**src/rtl/lv1_lv2_pkg.sv**
```systemverilog
// lv1_lv2_pkg: shared arbiter FSM states and requester index encoding (index = 2*core + ofs)
package lv1_lv2_pkg;
    typedef enum logic [1:0] {IDLE, GRANT, TURN} arb_state_t;
    localparam int REQ_DL_OFS = 0;
    localparam int REQ_IL_OFS = 1;
endpackage

```
**src/rtl/rr_pick_lv1_lv2.sv**
```systemverilog
// rr_pick_lv1_lv2: combinational round-robin picker, first set request at or after ptr with wrap
module rr_pick_lv1_lv2 #(
    parameter int NUM_REQ = 8,
    parameter int REQ_WID = 3
) (
    input  logic [NUM_REQ-1:0] req,
    input  logic [REQ_WID-1:0] ptr,
    output logic               found,
    output logic [REQ_WID-1:0] idx
);
    // scan from the farthest offset back towards ptr so the closest request is the last to win
    always_comb begin
        found = 1'b0;
        idx   = '0;
        for (int i = NUM_REQ - 1; i >= 0; i--) begin
            if (req[REQ_WID'((int'(ptr) + i) % NUM_REQ)]) begin
                found = 1'b1;
                idx   = REQ_WID'((int'(ptr) + i) % NUM_REQ);
            end
        end
    end
endmodule

```
**src/rtl/bus_arb_lv1_lv2.sv**
```systemverilog
// bus_arb_lv1_lv2: round-robin L1/L2 bus arbiter with registered one-hot grant and one dead turn cycle
// Optional grant hold timeout is compiled in with BUS_ARB_LV1_LV2_TIMEOUT_EN.
module bus_arb_lv1_lv2
    import lv1_lv2_pkg::*;
#(
    parameter int NUM_REQ     = 8,
    parameter int REQ_WID     = 3,
    parameter int TIMEOUT_CYC = 255
) (
    input  logic               clk,
    input  logic               rst_n,
    input  logic [NUM_REQ-1:0] bus_lv1_lv2_req_proc,
    output logic [NUM_REQ-1:0] bus_lv1_lv2_gnt_proc,
    output logic [REQ_WID-1:0] gnt_id,
    output logic               bus_busy,
    output logic               arb_timeout
);
    arb_state_t         state_q, state_d;
    logic [REQ_WID-1:0] rr_q, rr_d, id_d, rr_next, pick_idx;
    logic [NUM_REQ-1:0] gnt_d;
    logic               busy_d, pick_found, hold, expire;

    if (REQ_WID != $clog2(NUM_REQ) || TIMEOUT_CYC < 1) begin : g_bad_cfg
        $error("bus_arb_lv1_lv2: REQ_WID must equal clog2(NUM_REQ) and TIMEOUT_CYC must be positive");
    end

    rr_pick_lv1_lv2 #(.NUM_REQ(NUM_REQ), .REQ_WID(REQ_WID)) u_pick (
        .req   (bus_lv1_lv2_req_proc),
        .ptr   (rr_q),
        .found (pick_found),
        .idx   (pick_idx)
    );

    assign hold    = bus_lv1_lv2_req_proc[gnt_id];
    assign rr_next = (int'(gnt_id) == NUM_REQ - 1) ? '0 : gnt_id + 1'b1;

`ifdef BUS_ARB_LV1_LV2_TIMEOUT_EN
    localparam int CNT_WID = $clog2(TIMEOUT_CYC + 1);
    logic [CNT_WID-1:0] cnt_q, cnt_d;
    logic               to_q, to_d;

    assign expire      = cnt_q == CNT_WID'(TIMEOUT_CYC);
    assign arb_timeout = to_q;

    // count visible grant cycles; the count is 1 during the first grant cycle
    always_comb begin
        cnt_d = (state_q != GRANT) ? CNT_WID'(1) : (hold && !expire) ? cnt_q + 1'b1 : '0;
        to_d  = (state_q == GRANT) && hold && expire;
    end

    // hold counter and timeout pulse registers
    always_ff @(posedge clk) begin
        if (!rst_n) begin
            cnt_q <= '0;
            to_q  <= 1'b0;
        end else begin
            cnt_q <= cnt_d;
            to_q  <= to_d;
        end
    end
`else
    assign expire      = 1'b0;
    assign arb_timeout = 1'b0;
`endif

    // next state: GRANT holds until release/expiry; TURN lasts one cycle and its exit edge is the IDLE arbitration
    always_comb begin
        state_d = state_q;
        rr_d    = rr_q;
        gnt_d   = bus_lv1_lv2_gnt_proc;
        id_d    = gnt_id;
        busy_d  = bus_busy;
        if (state_q == GRANT) begin
            if (!hold || expire) begin
                state_d = TURN;
                rr_d    = rr_next;
                gnt_d   = '0;
                id_d    = '0;
                busy_d  = 1'b0;
            end
        end else if (pick_found) begin
            state_d = GRANT;
            gnt_d   = NUM_REQ'(1) << pick_idx;
            id_d    = pick_idx;
            busy_d  = 1'b1;
        end else begin
            state_d = IDLE;
            gnt_d   = '0;
            id_d    = '0;
            busy_d  = 1'b0;
        end
    end

    // state, pointer and registered grant outputs
    always_ff @(posedge clk) begin
        if (!rst_n) begin
            state_q              <= IDLE;
            rr_q                 <= '0;
            bus_lv1_lv2_gnt_proc <= '0;
            gnt_id               <= '0;
            bus_busy             <= 1'b0;
        end else begin
            state_q              <= state_d;
            rr_q                 <= rr_d;
            bus_lv1_lv2_gnt_proc <= gnt_d;
            gnt_id               <= id_d;
            bus_busy             <= busy_d;
        end
    end
endmodule

```
**config.mk**
```make
export PLATFORM = sky130hd
export DESIGN_NAME = bus_arb_lv1_lv2
export DESIGN_NICKNAME = d
export VERILOG_FILES = /design/src/rtl/lv1_lv2_pkg.sv /design/src/rtl/rr_pick_lv1_lv2.sv /design/src/rtl/bus_arb_lv1_lv2.sv
export SDC_FILE = /design/constraint.sdc
export NUM_CORES = 1
export LEC_CHECK = 0
export BUFFER_PORTS_ARGS = -buffer_cell sky130_fd_sc_hd__buf_4
export CORE_MARGIN = 2
export CORE_UTILIZATION = 57
export DETAILED_ROUTE_END_ITERATION = 10
export PLACE_DENSITY_LB_ADDON = 0.3
export SLEW_MARGIN = 20
export SYNTH_ARGS = -nofsm -noshare
export SYNTH_HDL_FRONTEND = slang
export SYNTH_SLANG_ARGS = --single-unit
```
**constraint.sdc**
```tcl
create_clock -name clk -period 4.8 [get_ports clk]
set_clock_uncertainty 0.15 [all_clocks]
set_input_delay 0.96 -clock clk [delete_from_list [all_inputs] [get_ports clk]]
set_output_delay 0.96 -clock clk [all_outputs]
set_load 0.05 [all_outputs]
```
Word-level counts from Yosys, hierarchy flattened:

Cells that the tools add are included.

* register bits after elaboration: 17
* input bits: 10
* output and inout port bits: 13
* word-level logic and storage cells: 83

* add/subtract/negate cells: 8
* magnitude comparators: 9
* eq/ne operators: 3
* shifts and indexed selects: 1
* muxes and demuxes: 55
* bitwise gates (word level): 1
* reductions and logical operators: 1

Operators by type and width (count)
* 3-bit by 5-bit < comparator with 1-bit output, second input constant: 8
* 3-bit two-way mux: 12
* 1-bit two-way mux: 29
* 1-bit binary-select mux with 3-bit select: 9
* 8-bit two-way mux: 3
* 3-bit adder, second input constant: 4
* 1-bit by 3-bit << shifter with 8-bit output, first input constant: 1
* 3-bit by 1-bit adder with 3-bit output, second input constant: 2
* 3-bit by 2-bit adder with 3-bit output, second input constant: 2
* 3-bit by 4-bit < comparator with 1-bit output, second input constant: 1
* 2-bit two-way mux: 2
* 3-bit by 1-bit equality test with 1-bit output, second input constant: 1
* 2-bit by 1-bit equality test with 1-bit output, second input constant: 1
* 2-bit inequality test, second input constant: 1
* 2-bit AND reduction: 1
* 1-bit NOT: 1

Logic depth before layout (Yosys ltp):

Gate-level depths: netlist of the first run.

* word-level depth: 15
* depth in mapped cells: 12
* gate-level depth less buffers: 8

Cells and area by module:

From an unflattened synthesis of the first run, not the netlist that was laid out.

* cell total of the unflattened synthesis: 162
* area, all modules: 1502.7 µm²

By module, submodules not included
* rr_pick_lv1_lv2: times used 1, cells an instance 90, area an instance 782.0 µm², seq. area each 0.0 µm²
* bus_arb_lv1_lv2: times used 1, cells an instance 72, area an instance 720.7 µm², seq. area each 320.3 µm²

Worst setup path after synthesis of the first run:

OpenSTA, ideal clock, no wires.

* kind: reg-to-reg
* start point: register rr_q[0]
* end point: register bus_lv1_lv2_gnt_proc[0]
* library setup time: 0.101 ns
* arrival: 3.220 ns
* data required time: 4.549 ns
* path slack: 1.329 ns
* cell stages (with the launch flop): 13
* buffers on the path: 4
* period minus slack after synthesis: 3.471 ns
* cells stage by stage: dfxtp_1 > buf_6 > buf_6 > clkbuf_1 > inv_1 > ha_1 > buf_2 > mux4_2 > nor4_2 > or2_2 > o311ai_1 > or3_4 > o41ai_1

* word-level cells in the longest chain between the ends: 15
* elaborated cells between the ends (all ways): 50
* those cells by class: add/sub: 7; shift: 1; mux: 42

RTL lines
* start: declaration: RTL line bus_arb_lv1_lv2.sv:19 `logic [REQ_WID-1:0] rr_q, rr_d, id_d, rr_next, pick_idx;`
* start signal: assignment: RTL line bus_arb_lv1_lv2.sv:104 `rr_q <= rr_d;`
* 3-bit adder: RTL line rr_pick_lv1_lv2.sv:16, rr_pick_lv1_lv2.sv:18
* 1-bit binary-select mux with 3-bit select: RTL line rr_pick_lv1_lv2.sv:16 `if (req[REQ_WID'((int'(ptr) + i) % NUM_REQ)]) begin`
* 1-bit two-way mux (implied by the code) (2 in series): RTL line rr_pick_lv1_lv2.sv:16
* 3-bit two-way mux (8 in series): RTL line rr_pick_lv1_lv2.sv:16
* 1-bit by 3-bit << shifter with 8-bit output: RTL line bus_arb_lv1_lv2.sv:83 `gnt_d = NUM_REQ'(1) << pick_idx;`
* 8-bit two-way mux *: RTL line bus_arb_lv1_lv2.sv:81 `end else if (pick_found) begin`
* 8-bit two-way mux *: RTL line bus_arb_lv1_lv2.sv:73 `if (state_q == GRANT) begin`
* end signal: assignment: RTL line bus_arb_lv1_lv2.sv:105 `bus_lv1_lv2_gnt_proc <= gnt_d;`
* end: declaration: RTL line bus_arb_lv1_lv2.sv:13 `output logic [NUM_REQ-1:0] bus_lv1_lv2_gnt_proc,`

Mark *: on every way between the ends. The rest lies on a longest branch, timed or not. The select of a mux whose other input is x is not followed.
A chain may end at the register's enable or synchronous reset.

Worst setup path after layout of the first run:

* start point: register rr_q[1]
* end point: register bus_lv1_lv2_gnt_proc[2]

The elaborated chain is that of the path after synthesis.

==> summary.md, run 1 <==
| Metric | Value |
|---|---|
| Largest net degree at the start of global routing | `25` |
| Clk slew on worst S/H paths | `0.09 ns` |
| Top Family by Delay on Critical Path | `simple AND/OR/NAND/NOR gates` |
| Via density | `roughly 6.8` |
| Leak Pwr | `0.655 nW` |
| I/O Buffers | `21` |
| Root Buffer | `clkbuf_4` |
| Syn_nets | `190` |
| Syn Area/Cell | `9.23 µm²` |
| Warnings from Yosys | `0` |
| Die X | `57.4 µm` |
| Remaining DRCs | `0` |
| Peak VDD IR | `~0.00026 V` |
| Initial Util | `0.595` |
| Post-CTS sizing | `0` |
| Area of the multi-input gates | `0.00121 mm²` |
| Sw Share | `0.471` |
| Cell Pwr Density | `~360 mW/mm²` |
| FF+latch area | `around 320 µm²` |
| Ys flop type | `dfxtp_1` |
| RSZ-0062 raised after global routing | `false` |
| First-pass detailed-route iteration total | `4` |
| Tcrit/Tclk final | `0.739` |
| Worst path bufs/invs | `2` |
| Tightest Pin Transition | `~0.94 ns` |
| Design area | `0.00178 mm²` |
| Total Routing Usage GR | `0.233` |
| Antenna Violating Nets Remaining | `0` |
| CTS tree | `yes` |
| Critical path data arrival time | `approximately 3.6 ns` |
| First-pass GRT wire length | `6160 µm` |
| Sequential fraction of the synthesis area | `0.197` |
| Nets | `roughly 210` |
| Clk network pwr share | `0.113` |
| Crit end category | `register` |
| Setup violators final | `0` |
| Layout cells sized above 1 | `0.279` |
| Setup bufs post-CTS | `0` |
| Gr ovfl total | `0` |
| CP cell instances | `buf_4 > inv_1 > ha_1 > mux4_2 > nor4_2 > or2_2 > o311ai_1 > or3_4 > o41ai_1` |
| Ports | `23` |
| # diodes | `0` |
| Synth-to-Final Area Change | `9.55%` |
| Post-layout min period | `3.55 ns` |
| Highest clock rate | `approximately 0.28 GHz` |
| DRT Wirelength | `3690 µm` |
| Async set or reset register ratio after synthesis | `0` |
| Status | `complete, no violations` |
| Setup TNS | `0 ns` |
| Count of final max-slew check failures | `0` |
| Post-synth cell types | `48` |
| Via count | `1492` |
| Worst Setup Start Kind | `register` |
| Die H | `roughly 57 µm` |
| CTS Sinks | `16` |
| Vias in the first global route | `1395` |
| Smallest hold slack | `0.312 ns` |
| Number of H-tree levels | `1` |
| Core area | `roughly 0.0027 mm²` |
| Hold Path Class | `reg -> reg` |
| Clock Path Buffers | `2` |
| Mapped Cells | `between 150 and 200` |
| Clock latency on the worst-skew pair | `0.29 ns` |
| Wire length per cell | `16.7 µm` |
| DRC violation total after the first TritonRoute iteration | `55` |
| Post-DP Area | `0.00176 mm²` |
| Placed cell count | `218` |
| Non-Filler Instances | `221` |
| Crit path kind | `reg -> reg` |
| Die area | `between 0.003 and 0.004 mm²` |
| Max-slew headroom | `0.373` |
| Internal | `0.339 mW` |
| Fillcell total | `210` |
| Gpl congestion | `0.947` |
| Max FO, Critical Path | `24` |
| Combinational Power Share | `0.625` |
| CTS buffer count | `3` |
| Post-Syn Area | `~0.0016 mm²` |
| Post-synth EDFFs | `0` |
| Initial antenna violation count | `0` |
| DP HPWL | `2770 µm` |
| Crit path max-delay cell type | `mux4_2` |
| CP required | `4.85 ns` |
| Max-Cap Viols | `0` |
| Row cnt | `19` |
| Synthesis-stage register bit count | `16` |
| Psw | `0.302 mW` |
| Hold buffers post-CTS | `0` |
| Final Hold Fails | `0` |
| CP max stage delay | `0.59 ns` |
| Seq pwr share | `0.262` |
area by class of cell:
class,instances,share of cell area
sequential,16,0.180
inverter,4,0.00843
multi-input combinational,144,0.680
timing repair buffer,23,0.0970
tap,31,0.0218
clock buffer,3,0.0126
synth_stat cells, drive strengths merged (2+ instances only):
| cell | number | area, µm² |
|---|---|---|
| nand2 | 20 | 75.1 |
| dfxtp | 16 | 320 |
| mux2i | 14 | 140 |
| mux4 | 13 | 293 |
| nor2 | 10 | 37.5 |
| buf | 9 | 67.6 |
| a21oi | 8 | 40.0 |
| o21ai | 8 | 43.8 |
| mux2 | 7 | 82.6 |
| o31ai | 7 | 52.6 |
| nand2b | 5 | 31.3 |
| ha | 4 | 50.1 |
| inv | 4 | 15.0 |
| nor2b | 4 | 25.0 |
| nor3 | 4 | 20.0 |
| o41ai | 4 | 35.0 |
| a211oi | 3 | 22.5 |
| clkbuf | 3 | 11.3 |
| nor4 | 3 | 25.0 |
| or2 | 3 | 18.8 |
| a21boi | 2 | 15.0 |
| nand3 | 2 | 10.0 |
| o2111ai | 2 | 17.5 |
| o21bai | 2 | 15.0 |
| o221ai | 2 | 17.5 |
| or3 | 2 | 17.5 |
| xor2 | 2 | 17.5 |
power groups by stage:
stage / combinational [mW] / clock, mW / sequential, mW
final: 0.401 / 0.0723 / 0.168
after global routing: 0.431 / 0.0777 / 0.171
after CTS: 0.398 / 0.0716 / 0.168
after detailed placement: 0.396 / 0 / 0.171
after global placement: 0.389 / 0 / 0.170
after floorplan: 0.267 / 0 / 0.219
cell families (layout without fill, tap and decap cells):
| logic type | after synthesis | after routing | synth area share |
|---|---|---|---|
| AND/OR/NAND/NOR | 56 | 56 | 0.175 |
| adder cells (fa/ha/maj) | 4 | 4 | 0.0308 |
| buffers and inverters | 16 | 30 | 0.0577 |
| multiplexers | 34 | 34 | 0.317 |
| XOR/XNOR | 3 | 3 | 0.0162 |
| AO/OA/AOI/OAI | 46 | 46 | 0.204 |
| flip-flops | 16 | 16 | 0.197 |
| other | 1 | 1 | 0.00231 |
sequential cells by signal, indices dropped and copies added (netlist names):
name / flops
bus_lv1_lv2_gnt_proc: 8
gnt_id: 3
rr_q: 3
state_q: 2
placed cells by master, fill, tap and decap left out, types with 3 or more instances in the layout:
| master | synthesis | final |
|---|---|---|
| mux2_2 | 6 | 6 |
| clkbuf_4 | 0 | 3 |
| a211oi_1 | 3 | 3 |
| ha_1 | 4 | 4 |
| o21ai_0 | 5 | 5 |
| buf_4 | 2 | 23 |
| nand2_1 | 20 | 20 |
| a21oi_1 | 8 | 8 |
| nor2_1 | 10 | 10 |
| mux2i_1 | 14 | 14 |
| o41ai_1 | 4 | 4 |
| or2_2 | 3 | 3 |
| nor3_1 | 4 | 4 |
| dfxtp_1 | 16 | 16 |
| mux4_2 | 13 | 13 |
| o31ai_1 | 7 | 7 |
| inv_1 | 4 | 4 |
| nand2b_1 | 5 | 5 |
| nor2b_1 | 4 | 4 |
tightest hold or removal path, delay by kind of cell, from the launching register on:
family           cells  cell delay [ns]
flip-flops           1             0.34
AND/OR/NAND/NOR      1             0.05
AO/OA/AOI/OAI        1             0.05
worst paths after layout:
path / startpoint / endpoint / slack [ns] / cells past startpoint
max: rr_q[1]$_SDFFE_PN0P_ / bus_lv1_lv2_gnt_proc[2]$_SDFFE_PN0P_ / 1.25 / 9
min: bus_lv1_lv2_gnt_proc[6]$_SDFFE_PN0P_ / bus_lv1_lv2_gnt_proc[6]$_SDFFE_PN0P_ / 0.31 / 2
max reg2reg: rr_q[1]$_SDFFE_PN0P_ / bus_lv1_lv2_gnt_proc[2]$_SDFFE_PN0P_ / 1.25 / 9
min reg2reg: bus_lv1_lv2_gnt_proc[6]$_SDFFE_PN0P_ / bus_lv1_lv2_gnt_proc[6]$_SDFFE_PN0P_ / 0.31 / 2
routing by layer:
layer,global-route usage,wire [µm]
met5,0,0
met4,0.0465,36
met3,0.0476,174
met2,0.393,1870
met1,0.312,1600
metrics by stage:
step            util  power (mW)  setup WS (ns)
6_report       0.651       0.641           1.25
5_1_grt        0.651       0.680           1.01
3_5_place_dp   0.643       0.567           1.30
3_3_place_gp   0.643       0.559           1.39
4_1_cts        0.651       0.638           1.25
2_1_floorplan      -       0.486           1.33
Note: power is estimated with default switching activity, not from simulation.
==> run 2: changes to the inputs <==
- ABC_AREA: not set -> 1
- CORE_UTILIZATION: 57 -> 51
- clock period: 4.8 -> 2.9 ns (I/O delays scaled with it)
==> run 2 against run 1 <==
Register-to-register slack worse by 0.86 ns. Hold slack improved by 0.0055 ns. Worst setup slack got worse by 0.86 ns. Highest routed layer unchanged.
==> summary.md, run 2 <==
| Metric | Value |
|---|---|
| Final Hold Fails | `0 (unchanged)` |
| First-pass detailed-route iteration total | `4 (unchanged)` |
| Tcrit/Tclk final | `0.864 (was 0.739)` |
| Ys flop type | `dfxtp_1 (unchanged)` |
| Die X | `59.0 µm (was 57.4 µm)` |
| Synthesis-stage register bit count | `16 (unchanged)` |
| Fillcell total | `261 (was 210)` |
| Leak Pwr | `0.851 nW (was 0.655 nW)` |
| RSZ-0062 raised after global routing | `false (unchanged)` |
| Peak VDD IR | `0.000746 V (was 0.000261 V)` |
| Via density | `5.45 (was 6.75)` |
| CTS tree | `yes (unchanged)` |
| Gpl congestion | `0.961 (was 0.947)` |
| Async set or reset register ratio after synthesis | `0 (unchanged)` |
| Largest registers | `bus_lv1_lv2_gnt_proc x8, gnt_id x3, rr_q x3 (unchanged)` |
| CP required | `2.91 ns (was 4.85 ns)` |
| Most common cell after layout, fill and taps aside | `nand2_1 (was buf_4)` |
| Total Routing Usage GR | `0.219 (was 0.233)` |
| Count of final max-slew check failures | `0 (unchanged)` |
| Via count | `1531 (was 1492)` |
| FF+latch area | `320 µm² (unchanged)` |
| Post-synth cell types | `33 (was 48)` |
| Hold buffers post-CTS | `0 (unchanged)` |
| Max reg flops | `8 (unchanged)` |
| Core area | `0.00281 mm² (was 0.00273 mm²)` |
| Setup bufs post-CTS | `0 (unchanged)` |
| Nets | `265 (was 206)` |
| Synth-to-Final Area Change | `12.9% (was 9.55%)` |
| I/O Buffers | `21 (unchanged)` |
| Warnings from Yosys | `0 (unchanged)` |
| Synth area leader | `dfxtp_1 (unchanged)` |
| Hold Path Class | `reg -> reg (unchanged)` |
| Root Buffer | `clkbuf_4 (unchanged)` |
| Syn Area/Cell | `6.73 µm² (was 9.23 µm²)` |
| Crit end category | `register (unchanged)` |
| Sequential fraction of the synthesis area | `0.208 (was 0.197)` |
| Remaining DRCs | `0 (unchanged)` |
| Clock latency on the worst-skew pair | `0.29 ns (about the same)` |
| Smallest hold slack | `0.317 ns (was 0.312 ns)` |
| # diodes | `0 (unchanged)` |
| Max-Cap Viols | `0 (unchanged)` |
| CTS buffer count | `3 (unchanged)` |
| Antenna Violating Nets Remaining | `0 (unchanged)` |
| Number of H-tree levels | `1 (unchanged)` |
| Most flops, register | `bus_lv1_lv2_gnt_proc (unchanged)` |
| CTS Sinks | `16 (unchanged)` |
| Highest clock rate | `0.399 GHz (was 0.282 GHz)` |
| Setup violators final | `0 (unchanged)` |
| Ports | `23 (unchanged)` |
| Gr ovfl total | `0 (unchanged)` |
| Top area cells in the synthesized netlist | `dfxtp_1 21%, nand2_1 15%, nand3_2 11% (was dfxtp_1 20%, mux4_2 18%, mux2i_1 8.6%)` |
| Die H | `59.0 µm (was 57.4 µm)` |
| Die area | `0.00348 mm² (was 0.00329 mm²)` |
| Most frequent cells in the layout | `60 x nand2_1, 24 x buf_4, 21 x a21oi_1 (was 23 x buf_4, 20 x nand2_1, 16 x dfxtp_1)` |
| Post-CTS sizing | `0 (unchanged)` |
| Largest net degree at the start of global routing | `16 (was 25)` |
| Critical path data arrival time | `2.52 ns (was 3.60 ns)` |
| Clock Path Buffers | `2 (unchanged)` |
| Crit path kind | `reg -> reg (unchanged)` |
| Wire length per cell | `12.2 µm (was 16.7 µm)` |
| Crit path max-delay cell type | `ha_1 (was mux4_2)` |
| Synth cell count leaders | `60 x nand2_1, 21 x a21oi_1, 20 x nand3_1 (was 20 x nand2_1, 16 x dfxtp_1, 14 x mux2i_1)` |
| Initial antenna violation count | `0 (unchanged)` |
| First-pass GRT wire length | `5980 µm (was 6160 µm)` |
| Share of the synthesized area in the top cell type | `0.208 (was 0.197)` |
| Layout cells sized above 1 | `0.344 (was 0.279)` |
| Post-synth EDFFs | `0 (unchanged)` |
| Mapped Cells | `229 (was 176)` |
| Initial Util | `0.550 (was 0.595)` |
| Row cnt | `19 (unchanged)` |
| Worst Setup Start Kind | `register (unchanged)` |
| Top-count cell post-synth | `nand2_1 (unchanged)` |
| Vias in the first global route | `1423 (was 1395)` |
| Setup TNS | `0 ns (unchanged)` |
| DRC violation total after the first TritonRoute iteration | `73 (was 55)` |
| Clk slew on worst S/H paths | `0.09 ns (about the same)` |
| DRT Wirelength | `3440 µm (was 3690 µm)` |
| CP cell instances | `inv_2 > ha_1 > inv_2 > nand3_2 > nand3_1 > nand2_1 > inv_2 > nand3_1 > o21ai_0 > nand3_1 > nand2_1 > nor2_2 > nand2_1 > a21oi_1 (was buf_4 > inv_1 > ha_1 > mux4_2 > nor4_2 > or2_2 > o311ai_1 > or3_4 > o41ai_1)` |
| Max FO, Critical Path | `12 (was 24)` |
| CP max stage delay | `0.37 ns (was 0.59 ns)` |
| DP HPWL | `2820 µm (was 2770 µm)` |
| Area of the multi-input gates | `0.00106 mm² (was 0.00121 mm²)` |
| Post-Syn Area | `0.00154 mm² (was 0.00163 mm²)` |
| Status | `complete, no violations (unchanged)` |
| Post-layout min period | `2.50 ns (was 3.55 ns)` |
| Syn_nets | `243 (was 190)` |
| Cell Pwr Density | `1310 mW/mm² (was 360 mW/mm²)` |
==> run 2: where the power goes <==
group          internal (mW)  total (mW)  switching (mW)
Sequential             0.287       0.367          0.0801
Clock                 0.0765       0.145          0.0689
Combinational          0.590        1.78            1.18
==> run 2: cell families (layout without fill, tap and decap cells) <==
| group | Yosys count | after routing | share of synthesized area |
|---|---|---|---|
| AND/OR/NAND/NOR | 139 | 139 | 0.505 |
| AO/OA/AOI/OAI | 33 | 33 | 0.125 |
| buffers and inverters | 33 | 54 | 0.105 |
| flip-flops | 16 | 16 | 0.208 |
| adder cells (fa/ha/maj) | 4 | 4 | 0.0325 |
| XOR/XNOR | 2 | 2 | 0.0162 |
| other | 1 | 1 | 0.00243 |
| multiplexers | 1 | 1 | 0.00649 |
==> run 2: path summary, 6_finish.rpt <==
| check | slack (ns) | startpoint | cells past startpoint | end |
|---|---|---|---|---|
| max | 0.40 | rr_q[0]$_SDFFE_PN0P_ | 14 | bus_lv1_lv2_gnt_proc[5]$_SDFFE_PN0P_ |
| min | 0.32 | bus_lv1_lv2_gnt_proc[2]$_SDFFE_PN0P_ | 2 | bus_lv1_lv2_gnt_proc[2]$_SDFFE_PN0P_ |
| min reg2reg | 0.32 | bus_lv1_lv2_gnt_proc[2]$_SDFFE_PN0P_ | 2 | bus_lv1_lv2_gnt_proc[2]$_SDFFE_PN0P_ |
| max reg2reg | 0.40 | rr_q[0]$_SDFFE_PN0P_ | 14 | bus_lv1_lv2_gnt_proc[5]$_SDFFE_PN0P_ |
==> run 2: through the flow <==
stage	std cells	setup slack (ns)	area (µm²)	power, mW	util
after global placement	277	0.428	1700	2.13	0.607
after floorplan	229	0.644	1540	1.82	-
after global routing	281	0.153	1740	2.54	0.620
final	281	0.396	1740	2.29	0.620
after detailed placement	277	0.419	1700	2.14	0.607
after CTS	281	0.403	1740	2.29	0.620
==> run 2: critical path: cells and delay by family, from the launching register on <==
kind            cells  cell delay [ns]
flops               1             0.32
fa+ha+maj           1             0.37
simple gates        8             0.82
buf+inv             3             0.48
compound gates      2             0.24
==> run 2: final cells by class <==
type	count	area share
Sequential cell	16	0.184
Clock buffer	4	0.0208
Timing Repair Buffer	24	0.104
Multi-Input combinational cell	180	0.609
Tap cell	31	0.0223
Inverter	26	0.0604
==> run 2: layer usage <==
metal | share of wire | vias up | global-route usage
met5 | 0 | - | 0
met3 | 0.038 | 6 | 0.0197
met2 | 0.47 | 35 | 0.373
met4 | 0.012 | 0 | 0.0812
li1 | - | 789 | -
met1 | 0.48 | 701 | 0.288
